File: config.mk
export PLATFORM = sky130hd
export DESIGN_NAME = yapp_pkt_tx
export DESIGN_NICKNAME = d
export VERILOG_FILES = /design/src/rtl/yapp_pkt_tx.sv
export SDC_FILE = /design/constraint.sdc
export NUM_CORES = 1
export LEC_CHECK = 0
export CORE_AREA = 2 2 242 244
export CTS_CLUSTER_DIAMETER = 80
export DETAILED_ROUTE_END_ITERATION = 16
export DIE_AREA = 0 0 244 246
export PLACE_DENSITY = 0.52
export SYNTH_ARGS = -nofsm -noshare
export SYNTH_HDL_FRONTEND = slang
export SYNTH_SLANG_ARGS = --single-unit
File: constraint.sdc
create_clock -name clock -period 7.5 [get_ports clock]
set_input_delay 1.875 -clock clock [delete_from_list [all_inputs] [get_ports clock]]
set_output_delay 1.875 -clock clock [all_outputs]
set_load 0.03 [all_outputs]
File: src/rtl/yapp_pkt_tx.sv
// YAPP packet transmitter: buffers a payload, then emits header,
// payload and parity as one contiguous valid burst to the router.
module yapp_pkt_tx #(
  parameter int GAP_CYCLES = 1,
  parameter int CNT_W      = 16
) (
  input  logic             clock,
  input  logic             reset,
  input  logic             cmd_valid,
  output logic             cmd_ready,
  input  logic [1:0]       cmd_addr,
  input  logic [5:0]       cmd_len,
  input  logic             cmd_bad_parity,
  input  logic [7:0]       pl_data,
  input  logic             pl_valid,
  output logic             pl_ready,
  output logic [7:0]       in_data,
  output logic             in_data_vld,
  input  logic             in_suspend,
  output logic             pkt_done,
  output logic             len_err,
  output logic             busy,
  output logic [CNT_W-1:0] pkt_count
);

  typedef enum logic [2:0] {
    IDLE, LOAD, HEADER, PAYLOAD, PARITY, GAP
  } state_t;

  localparam int GLAST = (GAP_CYCLES > 0) ? GAP_CYCLES - 1 : 0;
  localparam int GW    = (GLAST > 0) ? $clog2(GLAST + 1) : 1;

  state_t           state_q, state_d;
  logic [1:0]       addr_q, addr_d;
  logic [5:0]       len_q, len_d;
  logic             bad_q, bad_d;
  logic [5:0]       idx_q, idx_d;
  logic [5:0]       nidx;
  logic [7:0]       par_q, par_d;
  logic [7:0]       data_q, data_d;
  logic             vld_q, vld_d;
  logic             done_q, done_d;
  logic             lerr_q, lerr_d;
  logic [CNT_W-1:0] cnt_q, cnt_d;
  logic [GW-1:0]    gcnt_q, gcnt_d;
  logic             xfer;
  logic [7:0]       mem [0:62];

  assign nidx = idx_q + 6'd1;
  assign xfer = vld_q && !in_suspend;

  always_comb begin
    state_d = state_q;
    addr_d  = addr_q;
    len_d   = len_q;
    bad_d   = bad_q;
    idx_d   = idx_q;
    par_d   = par_q;
    data_d  = data_q;
    vld_d   = vld_q;
    done_d  = 1'b0;
    lerr_d  = 1'b0;
    cnt_d   = cnt_q;
    gcnt_d  = gcnt_q;
    unique case (state_q)
      IDLE: begin
        if (cmd_valid) begin
          addr_d = cmd_addr;
          len_d  = cmd_len;
          bad_d  = cmd_bad_parity;
          idx_d  = 6'd0;
          par_d  = {cmd_len, cmd_addr};
          if (cmd_len == 6'd0) lerr_d = 1'b1;
          else state_d = LOAD;
        end
      end
      LOAD: begin
        if (pl_valid) begin
          par_d = par_q ^ pl_data;
          idx_d = nidx;
          if (idx_q == len_q - 6'd1) begin
            state_d = HEADER;
            data_d  = {len_q, addr_q};
            vld_d   = 1'b1;
          end
        end
      end
      HEADER: begin
        if (xfer) begin
          state_d = PAYLOAD;
          idx_d   = 6'd0;
          data_d  = mem[0];
        end
      end
      PAYLOAD: begin
        if (xfer) begin
          if (idx_q == len_q - 6'd1) begin
            state_d = PARITY;
            data_d  = par_q ^ {7'b0, bad_q};
          end else begin
            idx_d  = nidx;
            data_d = mem[nidx];
          end
        end
      end
      PARITY: begin
        if (xfer) begin
          data_d  = 8'd0;
          vld_d   = 1'b0;
          done_d  = 1'b1;
          cnt_d   = cnt_q + CNT_W'(1);
          gcnt_d  = '0;
          state_d = (GAP_CYCLES > 0) ? GAP : IDLE;
        end
      end
      GAP: begin
        if (gcnt_q == GW'(GLAST)) state_d = IDLE;
        else gcnt_d = gcnt_q + GW'(1);
      end
      default: state_d = IDLE;
    endcase
  end

  always_ff @(posedge clock or negedge reset) begin
    if (!reset) begin
      state_q <= IDLE;
      addr_q  <= '0;
      len_q   <= '0;
      bad_q   <= 1'b0;
      idx_q   <= '0;
      par_q   <= '0;
      data_q  <= '0;
      vld_q   <= 1'b0;
      done_q  <= 1'b0;
      lerr_q  <= 1'b0;
      cnt_q   <= '0;
      gcnt_q  <= '0;
    end else begin
      state_q <= state_d;
      addr_q  <= addr_d;
      len_q   <= len_d;
      bad_q   <= bad_d;
      idx_q   <= idx_d;
      par_q   <= par_d;
      data_q  <= data_d;
      vld_q   <= vld_d;
      done_q  <= done_d;
      lerr_q  <= lerr_d;
      cnt_q   <= cnt_d;
      gcnt_q  <= gcnt_d;
    end
  end

  // Payload storage needs no reset; stale bytes are never read
  always_ff @(posedge clock) begin
    if (state_q == LOAD && pl_valid) mem[idx_q] <= pl_data;
  end

  assign cmd_ready   = (state_q == IDLE);
  assign pl_ready    = (state_q == LOAD);
  assign busy        = (state_q != IDLE);
  assign in_data     = data_q;
  assign in_data_vld = vld_q;
  assign pkt_done    = done_q;
  assign len_err     = lerr_q;
  assign pkt_count   = cnt_q;

endmodule
Word level (Yosys, flattened, before mapping)

Memories as Yosys holds them, arrays and structs flattened.
Index checks and enable logic that the tools add are counted.

Register bits after elaboration: 54
Latch bits: 0
Memory bits (writable): 504
Memory bits (read-only): 0
Input port bits: 22
Output and inout port bits: 30
Memories kept: 1

Add/sub/neg operators: 4
Multipliers: 0
Divide/modulo/power cells: 0
Magnitude comparators: 0
Equality and inequality tests: 16
Shifts and indexed selects: 0
Mux-type cells: 39
Bitwise logic cells: 2
Reduce and logical (&&, ||, !) cells: 19

Memories:

| memory | words | bits a word | rd ports | clocked after memory_dff | write ports | RTL line | text |
|---|---|---|---|---|---|---|---|
| mem    | 63    | 8           | 2        | 0                        | 1           | 47       | `logic [7:0] mem [0:62];` |

Operator list:

| cell                                                | number |
|---|---|
| 2-to-1 mux 8 bit                                    | 8 |
| case mux 8 bit (4 select lines)                     | 1 |
| 2-to-1 mux 6 bit                                    | 5 |
| 2-to-1 mux 3 bit                                    | 9 |
| case mux 6 bit (4 select lines)                     | 1 |
| != test 2 bit, second input constant                | 9 |
| case mux 3 bit (6 select lines)                     | 1 |
| adder 16 x 1 -> 16 bit, second input constant       | 1 |
| case mux 8 bit (2 select lines)                     | 1 |
| AND reduction 6 bit                                 | 2 |
| 2-to-1 mux 1 bit                                    | 11 |
| AND reduction 9 bit                                 | 1 |
| nonzero test 4 bit                                  | 2 |
| bitwise XOR 8 x 1 -> 8 bit                          | 1 |
| bitwise XOR 8 bit                                   | 1 |
| adder 6 x 1 -> 6 bit, second input constant         | 1 |
| equality test 3 x 2 -> 1 bit, second input constant | 2 |
| equality test 3 bit, second input constant          | 2 |
| equality test 6 bit                                 | 1 |
| zero test 6 bit                                     | 1 |
| AND reduction 2 bit                                 | 3 |
| nonzero test 2 bit                                  | 3 |
| subtractor 6 x 1 -> 6 bit, second input constant    | 1 |
| case mux 1 bit (2 select lines)                     | 2 |
| 9 further kinds                                     | 10 |

Logic depth before layout (Yosys ltp)

Depth in word-level cells: 5
Mapped depth: 12
Mapped depth without buffers: 9

Worst setup path before layout

No wires, ideal clock.

Path kind: register -> output
Start: register state_q[0]
End: output busy
Data arrival time: 1751 ps
Slack: 3874 ps
Cell stages (with the launch flop): 4
Buffers on the path: 1
Path through: dfrtp_1 > clkbuf_1 > nor3_1 > inv_1

Word-level cells in the longest chain between the ends: 1

RTL lines:

| element                | RTL line | text |
|---|---|---|
| start, declared        | 33       | `state_t state_q, state_d;` |
| start signal, assigned | 139      | `state_q <= state_d;` |
| nonzero test 3 bit     | 161      | `assign busy = (state_q != IDLE);` |
| end, declared          | 22       | `output logic busy,` |

No other way between the ends.

Worst setup path after layout

Start: register state_q[0]
End: output pl_ready

Word-level cells in the longest chain between the ends: 1

RTL lines:

| element                      | RTL line | text |
|---|---|---|
| equality test 3 x 1 -> 1 bit | 160      | `assign pl_ready = (state_q == LOAD);` |
| end, declared                | 16       | `output logic pl_ready,` |

No other way between the ends.

==> qor.csv <==
stage,metric,value,unit
yosys,synthesized area per cell,17.1,um2
timing,Max Slew Vio Count,0,
drt,vias,12300,
power_and_ir_drop,worst vdd ir,0.000313,V
yosys,Yosys cell types,60,
finish,Layout Nets,1416,
yosys,Mapped Area,22800,um2
finish,FILL cells,4948,
finish,Register Area,16500,um2
timing,worst-margin pin slew,1060,ps
setup_path,crit start category,flip-flop,
placement,DP HPWL,38.6,mm
floorplanning,Die X,244,um
drt,DR pass1 iterations,5,
power_and_ir_drop,total chip power,10.0,mW
setup_path,Worst R2R Setup Slack,3110,ps
placement,IO Port Bufs,51,
yosys,Area contributors post-synth,"edfxtp_1 (66%), mux4_2 (10%), dfrtp_1 (5.8%), mux2i_1 (1.8%), nor2_1 (1.8%)",
flow_run,Max Cap Viol,0,
clocking,TritonCTS clock tree,done,
drt,drc violations,0,
timing,relative slew slack,29.6,%
yosys,"area leader, netlist",edfxtp_1,
timing,RSZ-0062 raised after global routing,no,
placement,Setup WS pre-CTS,2430,ps
clocking,CTS Root Buffer Type,clkbuf_16,
finish,post-route cell area,25800,um2
clocking,setup bufs post-CTS,0,
yosys,"count leader, synth",edfxtp_1,
clocking,Hold Buf Count CTS,0,
drt,drt via density,5.59,
drt,final wirelength,60.1,mm
yosys,Post-Syn Instances,1333,
yosys,share of the synthesized area in the top cell type,66.3,%
clocking,CTS Buf Count,58,
yosys,asr flop ratio synth,9.52,%
yosys,Yosys reg bits,557,
outcome,status,"complete, no violations",
power_and_ir_drop,Leak Pwr,8.31,nW
worst_hold_path,Hold Path Class,reg2reg,
setup_path,CP Max Fanout,29,
setup_path,worst path required time,5620,ps
timing,post-route minimum period,4800,ps
timing,endpoints failing hold,0,
setup_path,CP Capture Type,output port,
timing,final setup violation count,0,
yosys,Syn Nets,1358,
drt,initial drt markers,1400,
timing,clock skew,19.1,ps
timing,final hold slack,472,ps
global_routing,first-pass GRT wire length,87.8,mm
placement,gpl congestion,0.829,
clocking,clk slew on worst S/H paths,60,ps
clocking,Clock Sinks,557,
global_routing,initial antenna violation count,1,
timing,Setup TNS,0,ps
global_routing,GRT Total Usage,20.2,%
yosys,"Seq/Total Area, Yosys",72.1,%
floorplanning,die area,60000,um2
clocking,post-CTS sizing,0,
global_routing,largest net degree at the start of global routing,92,
floorplanning,I/O pin cnt,52,
worst_hold_path,hold depth,1,
yosys,Post-synth EDFFs,504,
floorplanning,Die Height,246,um
floorplanning,FP Rows,88,
floorplanning,Initial Util,39.8,%
finish,Syn-to-layout area delta,13.2,%
finish,share of post-route cells with drive strength above 1,16.8,%
drt,antenna-violating nets left,0,
timing,Tcrit/Tclk final,64.0,%
yosys,Post-synth top cells,"edfxtp_1 (504), nor2_1 (109), mux4_2 (105), nand2_1 (105), dfrtp_1 (53)",
power_and_ir_drop,Pwr Density,387,nW/um2
clocking,H-tree depth,2,
finish,footprint of the multi-input gates,5870,um2
yosys,ys flop type,edfxtp_1,
setup_path,R2R cell count,9,
yosys,Ys Warns,0,
global_routing,vias in the first global route,12500,
setup_path,arrival time at the worst endpoint,2930,ps
clocking,clock latency on the worst-skew pair,620,ps
floorplanning,core area,57400,um2
timing,setup ws final,2700,ps
global_routing,total grt overflow,0,
finish,number of diodes,0,
timing,f_max,208,MHz
drt,Routed WL per cell,27.3,um
setup_path,crit path kind,reg2out,
placement,dpl cell area,24000,um2
clocking,Max clock buf depth,3,
## worst max-delay path, cell delays in order, from the launching register on
cell and delay (ps):
dfrtp_1 900, nand2b_1 460, nor2_1 230, clkdlybuf4s50_1 700
## per-stage QoR
| stage | instances | util, % |
|---|---|---|
| CTS | 2201 | 45.1 |
| global route | 2201 | 45.1 |
| floorplan | 1333 | - |
| detailed placement | 2096 | 41.8 |
| global placement | 2096 | 41.8 |
| finish | 2201 | 45.1 |
## report_power, final
| group | switching [mW] | internal [mW] |
|---|---|---|
| Sequential | 0.225 | 3.52 |
| Combinational | 2.00 | 1.42 |
| Clock | 1.18 | 1.66 |
| Total | 3.41 | 6.60 |
## state kept, by name, indices dropped and copies added (netlist names)
name,flops
idx_q,6
mem,504
pkt_count,16
in_data,8
addr_q,2
pkt_done,1
state_q,3
in_data_vld,1
len_err,1
bad_q,1
len_q,6
par_q,8
## layout make-up
cell class                 instances  share of cell area, %
clock buffer                      70                   5.95
inverter                           6                 0.0871
multi-input combinational        692                   22.7
clock inverter                    35                   1.26
timing repair buffer              76                   2.58
sequential                       557                   63.7
tap                              765                   3.70
## worst paths after layout
check                                   start            end
worst min-delay path            pkt_count[15]  pkt_count[15]
min in group asynchronous               reset       len_q[5]
worst max-delay path               state_q[0]       pl_ready
max in group asynchronous               reset       idx_q[0]
worst min register to register  pkt_count[15]  pkt_count[15]
worst max register to register       idx_q[0]     in_data[6]
## cells by family after synthesis
kind of cell	Yosys count	synth area share, %
flip-flops	557	72.1
AND/OR/NAND/NOR	352	7.26
AO/OA/AOI/OAI	153	4.31
multiplexers	151	12.5
buffers and inverters	84	2.35
XOR/XNOR	33	1.35
adder cells (fa/ha/maj)	3	0.164
## layout by cell type (no fill, tap or decap), drive strengths merged, types with 12 or more instances in the layout
| cell type | n |
|---|---|
| mux2i | 42 |
| clkdlybuf4s50 | 42 |
| clkinv | 25 |
| a31oi | 16 |
| edfxtp | 504 |
| a21oi | 49 |
| xor2 | 16 |
| nand2 | 105 |
| nand4 | 13 |
| mux4 | 106 |
| dfrtp | 53 |
| or4 | 12 |
| o21ai | 35 |
| nand3 | 33 |
| nor2b | 17 |
| nor3 | 14 |
| nor2 | 110 |
| clkbuf | 70 |
| xnor2 | 17 |
| buf | 34 |
## routing by layer
layer | GRT usage [%] | up-vias | share of wire (%)
met4 | 6.10 | 2 | 2.8
met5 | 0 | - | 0.030
met3 | 3.95 | 100 | 5.6
met2 | 33.0 | 408 | 48
li1 | - | 5378 | -
met1 | 27.6 | 6419 | 43
Power figures use the tool's default switching activity.
